$ cat config.mk
export PLATFORM = sky130hd
export DESIGN_NAME = bt_uart_tx
export DESIGN_NICKNAME = d
export VERILOG_FILES = /design/src/rtl/bt_uart_tx.sv
export SDC_FILE = /design/constraint.sdc
export NUM_CORES = 1
export LEC_CHECK = 0
export BUFFER_PORTS_ARGS = -buffer_cell sky130_fd_sc_hd__clkbuf_2
export CORE_ASPECT_RATIO = 0.8
export CORE_UTILIZATION = 45
export DETAILED_ROUTE_END_ITERATION = 7
export GPL_ROUTABILITY_DRIVEN = 0
export SLEW_MARGIN = 20
export SYNTH_ARGS = -nofsm -noshare
export SYNTH_HDL_FRONTEND = slang
export SYNTH_SLANG_ARGS = --single-unit
$ cat constraint.sdc
create_clock -name clk_in -period 3.8 [get_ports clk_in]
set_input_delay 0.19 -clock clk_in [delete_from_list [all_inputs] [get_ports clk_in]]
set_output_delay 0.19 -clock clk_in [all_outputs]
set_load 0.01 [all_outputs]
$ cat src/rtl/bt_uart_tx.sv
// rtl/bt_uart_tx.sv - FIFO-fed 8N1 UART transmitter for the Bluetooth module rx line.
// Optional even parity bit between data and stop when BT_UART_TX_PARITY_EN is defined.
module bt_uart_tx #(
  parameter int CLKS_PER_BIT = 5208,
  parameter int FIFO_AW      = 2
) (
  input  logic       clk_in,
  input  logic       reset,
  input  logic [7:0] din,
  input  logic       wr_en,
  output logic       full,
  output logic       empty,
  output logic       tx,
  output logic       busy,
  output logic       done
);

  localparam logic [15:0] BAUD_LAST = 16'(CLKS_PER_BIT - 1);

  typedef enum logic [2:0] {
    IDLE,
    START,
    DATA,
    STOP
`ifdef BT_UART_TX_PARITY_EN
    , PARITY
`endif
  } state_t;

  logic [7:0]         mem [2**FIFO_AW];
  logic [FIFO_AW-1:0] wr_ptr, rd_ptr;
  logic [FIFO_AW:0]   count;
  logic               push, pop;

  state_t      state, state_d;
  logic [15:0] baud, baud_d;
  logic [2:0]  bit_idx, bit_idx_d;
  logic [7:0]  shift, shift_d;
  logic        tx_d, busy_d, done_d;
`ifdef BT_UART_TX_PARITY_EN
  logic        par, par_d;
`endif

  // count only reaches 2**FIFO_AW when full, so its MSB is the full flag
  assign full  = count[FIFO_AW];
  assign empty = (count == '0);
  assign push  = wr_en & ~full;
  assign pop   = (state == IDLE) & ~empty;

  always_ff @(posedge clk_in) begin
    if (push) mem[wr_ptr] <= din;
  end

  always_ff @(posedge clk_in or negedge reset) begin
    if (!reset) begin
      wr_ptr <= '0;
      rd_ptr <= '0;
      count  <= '0;
    end else begin
      if (push) wr_ptr <= wr_ptr + FIFO_AW'(1);
      if (pop)  rd_ptr <= rd_ptr + FIFO_AW'(1);
      case ({push, pop})
        2'b10:   count <= count + (FIFO_AW+1)'(1);
        2'b01:   count <= count - (FIFO_AW+1)'(1);
        default: ;
      endcase
    end
  end

  always_comb begin
    state_d   = state;
    baud_d    = baud;
    bit_idx_d = bit_idx;
    shift_d   = shift;
    tx_d      = tx;
    busy_d    = busy;
    done_d    = 1'b0;
`ifdef BT_UART_TX_PARITY_EN
    par_d     = par;
`endif
    case (state)
      IDLE: begin
        tx_d   = 1'b1;
        busy_d = 1'b0;
        baud_d = '0;
        if (!empty) begin
          shift_d = mem[rd_ptr];
`ifdef BT_UART_TX_PARITY_EN
          par_d   = ^mem[rd_ptr];
`endif
          tx_d    = 1'b0;
          busy_d  = 1'b1;
          state_d = START;
        end
      end
      START: begin
        if (baud == BAUD_LAST) begin
          baud_d    = '0;
          tx_d      = shift[0];
          bit_idx_d = '0;
          state_d   = DATA;
        end else begin
          baud_d = baud + 16'd1;
        end
      end
      DATA: begin
        if (baud == BAUD_LAST) begin
          baud_d = '0;
          if (bit_idx == 3'd7) begin
`ifdef BT_UART_TX_PARITY_EN
            tx_d    = par;
            state_d = PARITY;
`else
            tx_d    = 1'b1;
            state_d = STOP;
`endif
          end else begin
            // next bit goes on the line as the register shifts
            shift_d   = {1'b0, shift[7:1]};
            tx_d      = shift[1];
            bit_idx_d = bit_idx + 3'd1;
          end
        end else begin
          baud_d = baud + 16'd1;
        end
      end
`ifdef BT_UART_TX_PARITY_EN
      PARITY: begin
        if (baud == BAUD_LAST) begin
          baud_d  = '0;
          tx_d    = 1'b1;
          state_d = STOP;
        end else begin
          baud_d = baud + 16'd1;
        end
      end
`endif
      STOP: begin
        if (baud == BAUD_LAST) begin
          baud_d  = '0;
          tx_d    = 1'b1;
          busy_d  = 1'b0;
          done_d  = 1'b1;
          state_d = IDLE;
        end else begin
          baud_d = baud + 16'd1;
        end
      end
      default: state_d = IDLE;
    endcase
  end

  always_ff @(posedge clk_in or negedge reset) begin
    if (!reset) begin
      state   <= IDLE;
      baud    <= '0;
      bit_idx <= '0;
      shift   <= '0;
      tx      <= 1'b1;
      busy    <= 1'b0;
      done    <= 1'b0;
`ifdef BT_UART_TX_PARITY_EN
      par     <= 1'b0;
`endif
    end else begin
      state   <= state_d;
      baud    <= baud_d;
      bit_idx <= bit_idx_d;
      shift   <= shift_d;
      tx      <= tx_d;
      busy    <= busy_d;
      done    <= done_d;
`ifdef BT_UART_TX_PARITY_EN
      par     <= par_d;
`endif
    end
  end

endmodule
## Yosys cells after proc, flatten, opt, wreduce, memory -nomap -nowiden

Memory sizes are Yosys's and may differ from the RTL's.
Cells that the tools add are included.

| operators by class | value |
|---|---|
| $add $sub $neg | 6 |
| equality and inequality tests | 13 |
| mux-type cells | 29 |
| bitwise gates (word level) | 4 |
| reduce and logical (&&, ||, !) cells | 14 |

Operator list:

| cell | count |
|---|---|
| 16-bit one-hot mux with 2 select lines | 1 |
| 8-bit two-way mux | 3 |
| 3-bit two-way mux | 7 |
| 16-bit by 1-bit adder with 16-bit output, second input constant | 1 |
| 16-bit by 13-bit == test with 1-bit output, second input constant | 1 |
| 16-bit two-way mux | 1 |
| 8-bit one-hot mux with 2 select lines | 1 |
| 2-bit inequality test, second input constant | 6 |
| 3-bit one-hot mux with 2 select lines | 2 |
| 3-bit one-hot mux with 4 select lines | 1 |
| 4-bit AND reduction | 3 |
| 1-bit two-way mux | 11 |
| 2-bit nonzero test | 5 |
| 3-bit by 1-bit adder with 3-bit output, second input constant | 2 |
| 3-bit by 2-bit == test with 1-bit output, second input constant | 2 |
| 3-bit zero test | 2 |
| 5-bit AND reduction | 1 |
| 2-bit by 1-bit adder with 2-bit output, second input constant | 2 |
| 1-bit one-hot mux with 4 select lines | 1 |
| 4-bit nonzero test | 1 |
| 3-bit by 1-bit == test with 1-bit output, second input constant | 1 |
| 3-bit == test, second input constant | 1 |
| 3-bit OR reduction | 1 |
| 3-bit by 1-bit subtractor with 3-bit output, second input constant | 1 |
| other kinds (6) | 8 |

| word-level totals | value |
|---|---|
| flip-flop bits (word level) | 40 |
| memory bits (writable) | 32 |
| output and inout bits | 5 |
| word-level logic and storage cells | 77 |
| memories kept | 1 |

Memory list:

| name | depth | width | read ports | clocked after Yosys merged registers in | wr ports | RTL line | source |
|---|---|---|---|---|---|---|---|
| mem | 4 | 8 | 1 | 0 | 1 | 30 | `logic [7:0] mem [2**FIFO_AW];` |

## Longest topological paths before layout

Gate-level depths: netlist of run 1.

| logic depth | value |
|---|---|
| depth in word-level cells | 5 |
| gate-level depth with buffers | 10 |

## Worst setup path after synthesis of run 1

No wires, ideal clock.

| path | value |
|---|---|
| kind | register to register |
| start point | reg state[0] |
| end point | reg count[2] |
| data arrival time | 1.965 ns |
| data required time | 3.721 ns |
| setup slack | 1.756 ns |
| stages on the path, launching flop included | 11 |
| buffers on the path | 0 |
| path through | dfrtp_1 inv_1 ha_1 nand2b_1 inv_1 ha_1 inv_1 fa_1 xor2_1 nor2_1 xor2_1 |

| on the way | value |
|---|---|
| word-level cells in the longest chain between the ends | 4 |
| elaborated cells on any way between the ends | 6 |
| those cells by class | eq/ne (2); mux (1); bitwise (1); reduce/logical (2) |

RTL lines:

| what | RTL line | source |
|---|---|---|
| from (decl) | 35 | `state_t state, state_d;` |
| from (signal assigned) | 166 | `state <= state_d;` |
| 3-bit zero test * | 48 | `assign pop = (state == IDLE) & ~empty;` |
| 1-bit bitwise AND * | 48 |  |
| via pop | 33 | `logic push, pop;` |
| 2-bit by 1-bit == test with 1-bit output or 2-bit == test (tied branches) | 62 | `case ({push, pop})` |
| 3-bit one-hot mux with 2 select lines or 2-bit nonzero test (tied branches) | - |  |
| to (signal assigned) | 63 | `2'b10: count <= count + (FIFO_AW+1)'(1);` |
| to (signal assigned) | 64 | `2'b01: count <= count - (FIFO_AW+1)'(1);` |
| to (decl) | 32 | `logic [FIFO_AW:0] count;` |

Mark *: on every way through the listed nets, which the timed path passes. The rest lies on a longest branch.
A chain may end at the register's enable or synchronous reset.

## Worst setup path in the final report of run 1

Ends and elaborated chain as after synthesis.

==> results_dict.tcl, run 1 <==
set metrics [dict create \
    status "finished with violations" \
    violations "negative hold slack" \
    netlist_area_um2 3420 \
    internal_power_mw 1.83 \
    die_area_um2 7960 \
    setup_tns_ns 0 \
    grt.total_usage_pct 17.0 \
    r2r_start "state[0]$_DFFE_PN0P_" \
    remaining_drc_errors 0 \
    synth_fp_nets 296 \
    io_buffer_count 15 \
    critical_path.endpoint_type "flop" \
    seqCellArea_um2 1940 \
    rrSetupSlack_ns 1.46 \
    diodes 0 \
    worstSetupStartpoint "state[0]$_DFFE_PN0P_" \
    cts_buffer_depth 2 \
    combPwrFrac_pct 33.7 \
    dr.first_iter.drc_count 176 \
    io-pin-count 16 \
    first_pass_iters 4 \
    vdd_drop_max_uv 384 \
    fin_crit_ns 2.34 \
    ys_seq_elements 71 \
    layout.nets 313 \
    total_power_mw 2.81 \
    synth_top_family_by_area "simple AND/OR/NAND/NOR gates" \
    syn2layout_area_growth_pct 11.7 \
    die-width_um 99.5 \
    r2r_cells 10 \
    timing.hold.ws_ns -0.0407 \
    coreArea_um2 7390 \
    critical_path.endpoint "count[2]$_DFFE_PN0P_" \
    rr_endpoint "count[2]$_DFFE_PN0P_" \
    ant_nets 0 \
    synth_xor_area_share_pct 1.54 \
    synth_ff_type "dfrtp_1" \
    fin_area_um2 3820 \
    rsz0062_at_grt "no" \
    slew_headroom_pct 28.7 \
    place_ws_ns 1.52 \
    synthAdderAreaFrac_pct 5.34 \
    die-height_um 80.0 \
    power_switching_mw 0.982 \
    vias_per_cell 5.40 \
    dr.max_layer_used "met4" \
    post_cts_resize_count 0 \
    layout_setup_ws_ns 1.46 \
    multi_input_area_um2 1380 \
    cts-root-buf "clkbuf_8" \
    routed-via-count 2149 \
    first_global_vias 2025 \
    p_leak_nw 1.53 \
    final.setup_skew_ns 0.00695 \
    critical_path.max_fanout 8 \
    hold_viol 38 \
    clock_latency_ns 0.34 \
    synthDistinctLibCells 54 \
    drt-total-wl_mm 6.16 \
    layout-drive-gt1-share_pct 21.8 \
    fp-row-count 28 \
    yosys.area_share.simple_pct 14.2 \
    clockPowerShare_pct 25.1 \
    grt_pass1_wl_mm 10.1 \
    met1Wirelength_mm 3.28 \
    cts_tree "built" \
    avgSynthCellArea_um2 12.6 \
    ys_seq_area_share_pct 56.7 \
    synthesis.yosys.warnings 0 \
    wl_per_cell_um 15.5 \
    wl_met2_mm 2.65 \
    postCtsSetupRepairBufs 0 \
    overflow 0 \
    clkTransAtPathRegs_ns 0.08 \
    slew_violations 0 \
    synth_cells 271 \
    final_cell_mix "dfrtp_1 (38), edfxtp_1 (32), nand2_1 (19)" \
    nFillCells 635 \
    dp_hpwl_mm 4.16 \
    worst_pin_slew_ns 1.07 \
    finalSetupViolations 0 \
    cts_htree_levels 3 \
    required_ns 4.06 \
    synth_edf_count 32 \
    grt_max_degree 40 \
    postCtsHoldBufs 0 \
    max_freq_ghz 0.428 \
    synth_compound_area_share_pct 13.2 \
    max_cap_viol_count 0 \
    holdCritPathClass "in2async" \
    criticalPathCategory "reg2reg" \
    synthArstFlopShare_pct 54.9 \
    p_per_area_nw_per_um2 735 \
    worstSetupStartpointType "flop" \
    placed_area_um2 3580 \
    antenna_found_initial 0 \
    cts.sinks 71 \
    timing.final.crit_share_pct 61.4 \
    route.met3.wl_um 192 \
    cts_buffers 9 \
    muxShareOfSynthArea_pct 6.22 \
    arrival_ns 2.60 \
    seq_power_share_pct 41.2 \
    final_common_cell "dfrtp_1" \
    initial_core_util_pct 46.3 \
    p_sw_share_pct 34.9 \
]
==> layer usage <==
| metal | track usage [%] | up-vias |
|---|---|---|
| met2 | 24.1 | 32 |
| met3 | 4.38 | 4 |
| met1 | 24.8 | 1062 |
| met4 | 6.62 | 0 |
| li1 | - | 1051 |
| met5 | 0 | - |
==> final cells by class <==
cell class	count	area share (%)
sequential	71	50.7
multi-input combinational	176	36.2
tap	105	3.44
clock buffer	9	3.24
clock inverter	7	2.92
timing repair buffer	15	1.97
inverter	15	1.47
==> power by group through the flow <==
stage	clock [mW]	combinational (mW)	sequential (mW)
floorplan	0	0.797	1.10
global placement	0	0.929	1.17
detailed placement	0	0.951	1.17
CTS	0.727	0.955	1.16
global route	0.751	1.07	1.19
finish	0.705	0.947	1.16
==> stage by stage <==
step                hold WS, ns  util (%)  std cells
floorplan                -0.106         -        271
global placement          0.409      48.5        382
detailed placement        0.399      48.5        382
CTS                      0.0189      51.7        398
global route             0.0274      51.7        398
finish                  -0.0407      51.7        398
==> critical path: stages (launching register included) <==
cell      delay, ns
dfrtp_1        0.41
inv_1          0.13
ha_1           0.32
nand2b_1       0.11
inv_1          0.21
ha_1           0.23
inv_1          0.06
fa_1           0.37
xor2_1         0.15
nor2_1         0.11
xor2_1         0.16
==> Yosys cell counts (2+ instances only) <==
master | number | area share (%)
xor2_1 | 3 | 0.77
a21o_1 | 3 | 0.66
nand2b_1 | 9 | 1.6
and3_1 | 3 | 0.55
inv_1 | 15 | 1.6
edfxtp_1 | 32 | 28
and2_1 | 6 | 1.1
nor2_1 | 10 | 1.1
o221ai_1 | 2 | 0.51
and4bb_2 | 2 | 0.73
mux2_2 | 2 | 0.66
o221a_2 | 5 | 1.6
mux4_2 | 8 | 5.3
xnor2_1 | 3 | 0.77
buf_2 | 4 | 0.59
a41oi_1 | 2 | 0.51
a31oi_1 | 7 | 1.3
nand3_1 | 8 | 1.2
ha_1 | 13 | 4.8
clkbuf_1 | 4 | 0.44
a22o_1 | 5 | 1.3
dfrtp_1 | 38 | 28
o21ai_0 | 14 | 2.0
a221oi_1 | 2 | 0.51
or3_1 | 2 | 0.37
o211ai_1 | 2 | 0.44
or2_2 | 9 | 1.6
nand2_1 | 19 | 2.1
nor2b_1 | 3 | 0.55
a21oi_1 | 10 | 1.5
nand4_1 | 3 | 0.55
==> flip-flops by register name (all words and copies together) (netlist names), 2 cells and up <==
register,cells
state,2
shift,8
wr_ptr,2
count,3
mem,32
baud,16
rd_ptr,2
bit_idx,3
==> worst min path at each step <==
stage / from / to / slack, ns / cells past startpoint
after floorplan: reset / baud[0]$_DFFE_PN0P_ / -0.11 / 0
after global routing: reset / bit_idx[2]$_DFFE_PN0P_ / 0.03 / 1
final: reset / bit_idx[2]$_DFFE_PN0P_ / -0.04 / 1
after global placement: reset / bit_idx[0]$_DFFE_PN0P_ / 0.41 / 1
after CTS: reset / bit_idx[2]$_DFFE_PN0P_ / 0.02 / 1
after detailed placement: reset / bit_idx[2]$_DFFE_PN0P_ / 0.40 / 1
==> kinds of logic (layout without fill, tap and decap cells) <==
family,Yosys count,count (layout)
simple gates,83,83
fa+ha+maj,14,14
mux,11,11
flops,71,71
buf+inv,24,46
compound gates,62,62
xor+xnor,6,6
(Power assumes the default switching activity.)
==> run 2: changes to the inputs <==
Clock period 3.8 ns to 2 ns, I/O delays scaled along.
==> run 2 against run 1 <==
  * The run now ends clean
  * Global-route usage rose by 2.0 points
  * Critical path depth did not move
  * Hold slack improved by 0.30 ns
  * Clock skew rose by 0.0053 ns
  * Wire length rose by 8.7%
  * Largest power group is now combinational logic
  * Die area did not move
  * Setup slack got worse by 1.4 ns
  * Combinational power rose by 140%
  * Clock power rose by 91%
  * Sequential share of layout area fell by 4.5 points
==> results_dict.tcl, run 2 (synthesized netlist as in run 1, its figures left out) <==
set metrics [dict create \
    status "finished clean" \
    power_switching_mw 2.01 \
    required_ns 2.27 \
    p_leak_nw 1.72 \
    hold_path_startpoint "wr_en" \
    cts.sinks 71 \
    timing.hold.ws_ns 0.255 \
    largest_register "mem" \
    layout.nets 351 \
    nFillCells 604 \
    cts_buffer_depth 2 \
    reg_top3 "mem (32), baud (16), shift (8)" \
    die_area_um2 7960 \
    final.setup_skew_ns 0.0122 \
    r2r_start "state[0]$_DFFE_PN0P_" \
    overflow 0 \
    place_ws_ns -0.0306 \
    clock_latency_ns 0.35 \
    critical-path-top-delay-family "adder cells" \
    cp_cell_sequence "inv_2, ha_4, nand2b_1, inv_2, ha_2, inv_1, fa_2, xor2_1, nor2_1, xor2_1" \
    critical_path.max_fanout 4 \
    layout_setup_ws_ns 0.113 \
    finalSetupViolations 0 \
    io-pin-count 16 \
    clockPowerShare_pct 23.3 \
    routed-via-count 2283 \
    clkTransAtPathRegs_ns 0.09 \
    combPwrFrac_pct 40.0 \
    r2r_cells 10 \
    arrival_ns 2.16 \
    ant_nets 0 \
    criticalPathCategory "reg2reg" \
    vias_per_cell 5.24 \
    first_pass_iters 4 \
    rsz0062_at_grt "no" \
    wl_met2_mm 2.82 \
    remaining_drc_errors 0 \
    met1Wirelength_mm 3.56 \
    wl_per_cell_um 15.4 \
    critical_path.endpoint_type "flop" \
    worst_pin_slew_ns 0.514 \
    vdd_drop_max_uv 538 \
    diodes 0 \
    grt_pass1_wl_mm 11.3 \
    hold_viol 0 \
    rr_endpoint "count[2]$_DFFE_PN0P_" \
    initial_core_util_pct 46.3 \
    slew_violations 0 \
    finalNonFillerCells 436 \
    route.met3.wl_um 264 \
    fp-row-count 28 \
    die-height_um 80.0 \
    seq_power_share_pct 36.7 \
    grt.total_usage_pct 19.0 \
    rrSetupSlack_ns 0.11 \
    grt_max_degree 40 \
    hold_path_end "wr_ptr[0]$_DFFE_PN0P_" \
    fin_crit_ns 1.89 \
    cts-root-buf "clkbuf_8" \
    final_cell_mix "dfrtp_1 (38), edfxtp_1 (32), buf_4 (28)" \
    dp_hpwl_mm 4.70 \
    p_sw_share_pct 34.7 \
    max_freq_ghz 0.530 \
    internal_power_mw 3.78 \
    hold_path_depth 4 \
    slew_headroom_pct 65.7 \
    largest_reg_flops 32 \
    first_global_vias 2216 \
    cp.depth 10 \
    layout-drive-gt1-share_pct 30.5 \
    timing.final.crit_share_pct 94.3 \
    die-width_um 99.5 \
    drt-total-wl_mm 6.70 \
    path_buf_inv 3 \
    cts_tree "built" \
    syn2layout_area_growth_pct 22.5 \
    p_per_area_nw_per_um2 1380 \
    worstSetupStartpointType "flop" \
    dr.max_layer_used "met4" \
    cts_htree_levels 3 \
    cts_buffers 9 \
    cpPeakStageDelay_ns 0.41 \
    slowest_stage "dfrtp_1" \
    final_common_cell "dfrtp_1" \
    io_buffer_count 15 \
    dr.first_iter.drc_count 166 \
    coreArea_um2 7390 \
    max_cap_viol_count 0 \
    antenna_found_initial 0 \
    holdCritPathClass "in2reg" \
    place_inst 408 \
]
==> run 2: cell types whose count changed in the layout (fill, tap and decap cells not counted), moves of 2 or more <==
cell           change
dlygate4sd3_1      +9
inv_1              -3
buf_4             +28
ha_1               -2
inv_2              +3
==> run 2: worst min-delay path, stage by stage <==
cell and delay, ns:
clkbuf_2 0.07, nor2b_1 0.14, buf_4 0.15, xnor2_1 0.11
==> run 2: area by class of cell <==
class	count	area, um2	area share [%]
clock inverter	7	111	2.66
multi-input combinational	176	1430	34.2
inverter	15	56.3	1.34
clock buffer	9	124	2.96
tap	105	131	3.14
sequential	71	1940	46.3
timing repair buffer	53	395	9.44
==> run 2: power groups by stage <==
stage	Sequential, mW	Combinational (mW)	Clock, mW
detailed placement	2.15	2.19	0
finish	2.13	2.32	1.35
CTS	2.13	2.21	1.39
global route	2.16	2.57	1.45
global placement	2.15	2.13	0
floorplan	2.09	1.54	0
==> run 2: repair_timing <==
action | 4_1_cts | 5_1_grt
endpoints found under the setup margin | 2 | 6
gates resized for setup | 1 | 8
endpoints found under the hold margin | 70 | 0
hold buffers | 9 | 0
buffers inserted | 0 | 3
pin swaps | 0 | 2
==> run 2: per-stage QoR <==
| stage | util (%) | instance area (um2) | total power [mW] | setup TNS [ns] |
|---|---|---|---|---|
| after floorplan | - | 3430 | 3.62 | 0 |
| after global placement | 51.5 | 3800 | 4.28 | 0 |
| after detailed placement | 51.5 | 3800 | 4.34 | -0.0306 |
| after CTS | 55.9 | 4130 | 5.73 | 0 |
| after global routing | 56.7 | 4190 | 6.19 | 0 |
| final | 56.7 | 4190 | 5.79 | 0 |
==> run 2: worst max-delay path by stage <==
| stage | from | end |
|---|---|---|
| final | state[0]$_DFFE_PN0P_ | count[2]$_DFFE_PN0P_ |
| after global routing | baud[1]$_DFFE_PN0P_ | state[1]$_DFFE_PN0P_ |
| after CTS | state[1]$_DFFE_PN0P_ | count[2]$_DFFE_PN0P_ |
| after detailed placement | state[0]$_DFFE_PN0P_ | count[2]$_DFFE_PN0P_ |
| after global placement | state[0]$_DFFE_PN0P_ | state[1]$_DFFE_PN0P_ |
| after floorplan | state[0]$_DFFE_PN0P_ | count[2]$_DFFE_PN0P_ |
==> run 2: routing by layer <==
metal | GRT usage, % | vias up
li1 | - | 1132
met1 | 28.7 | 1102
met2 | 26.7 | 43
met3 | 5.52 | 6
met4 | 4.41 | 0
met5 | 0 | -
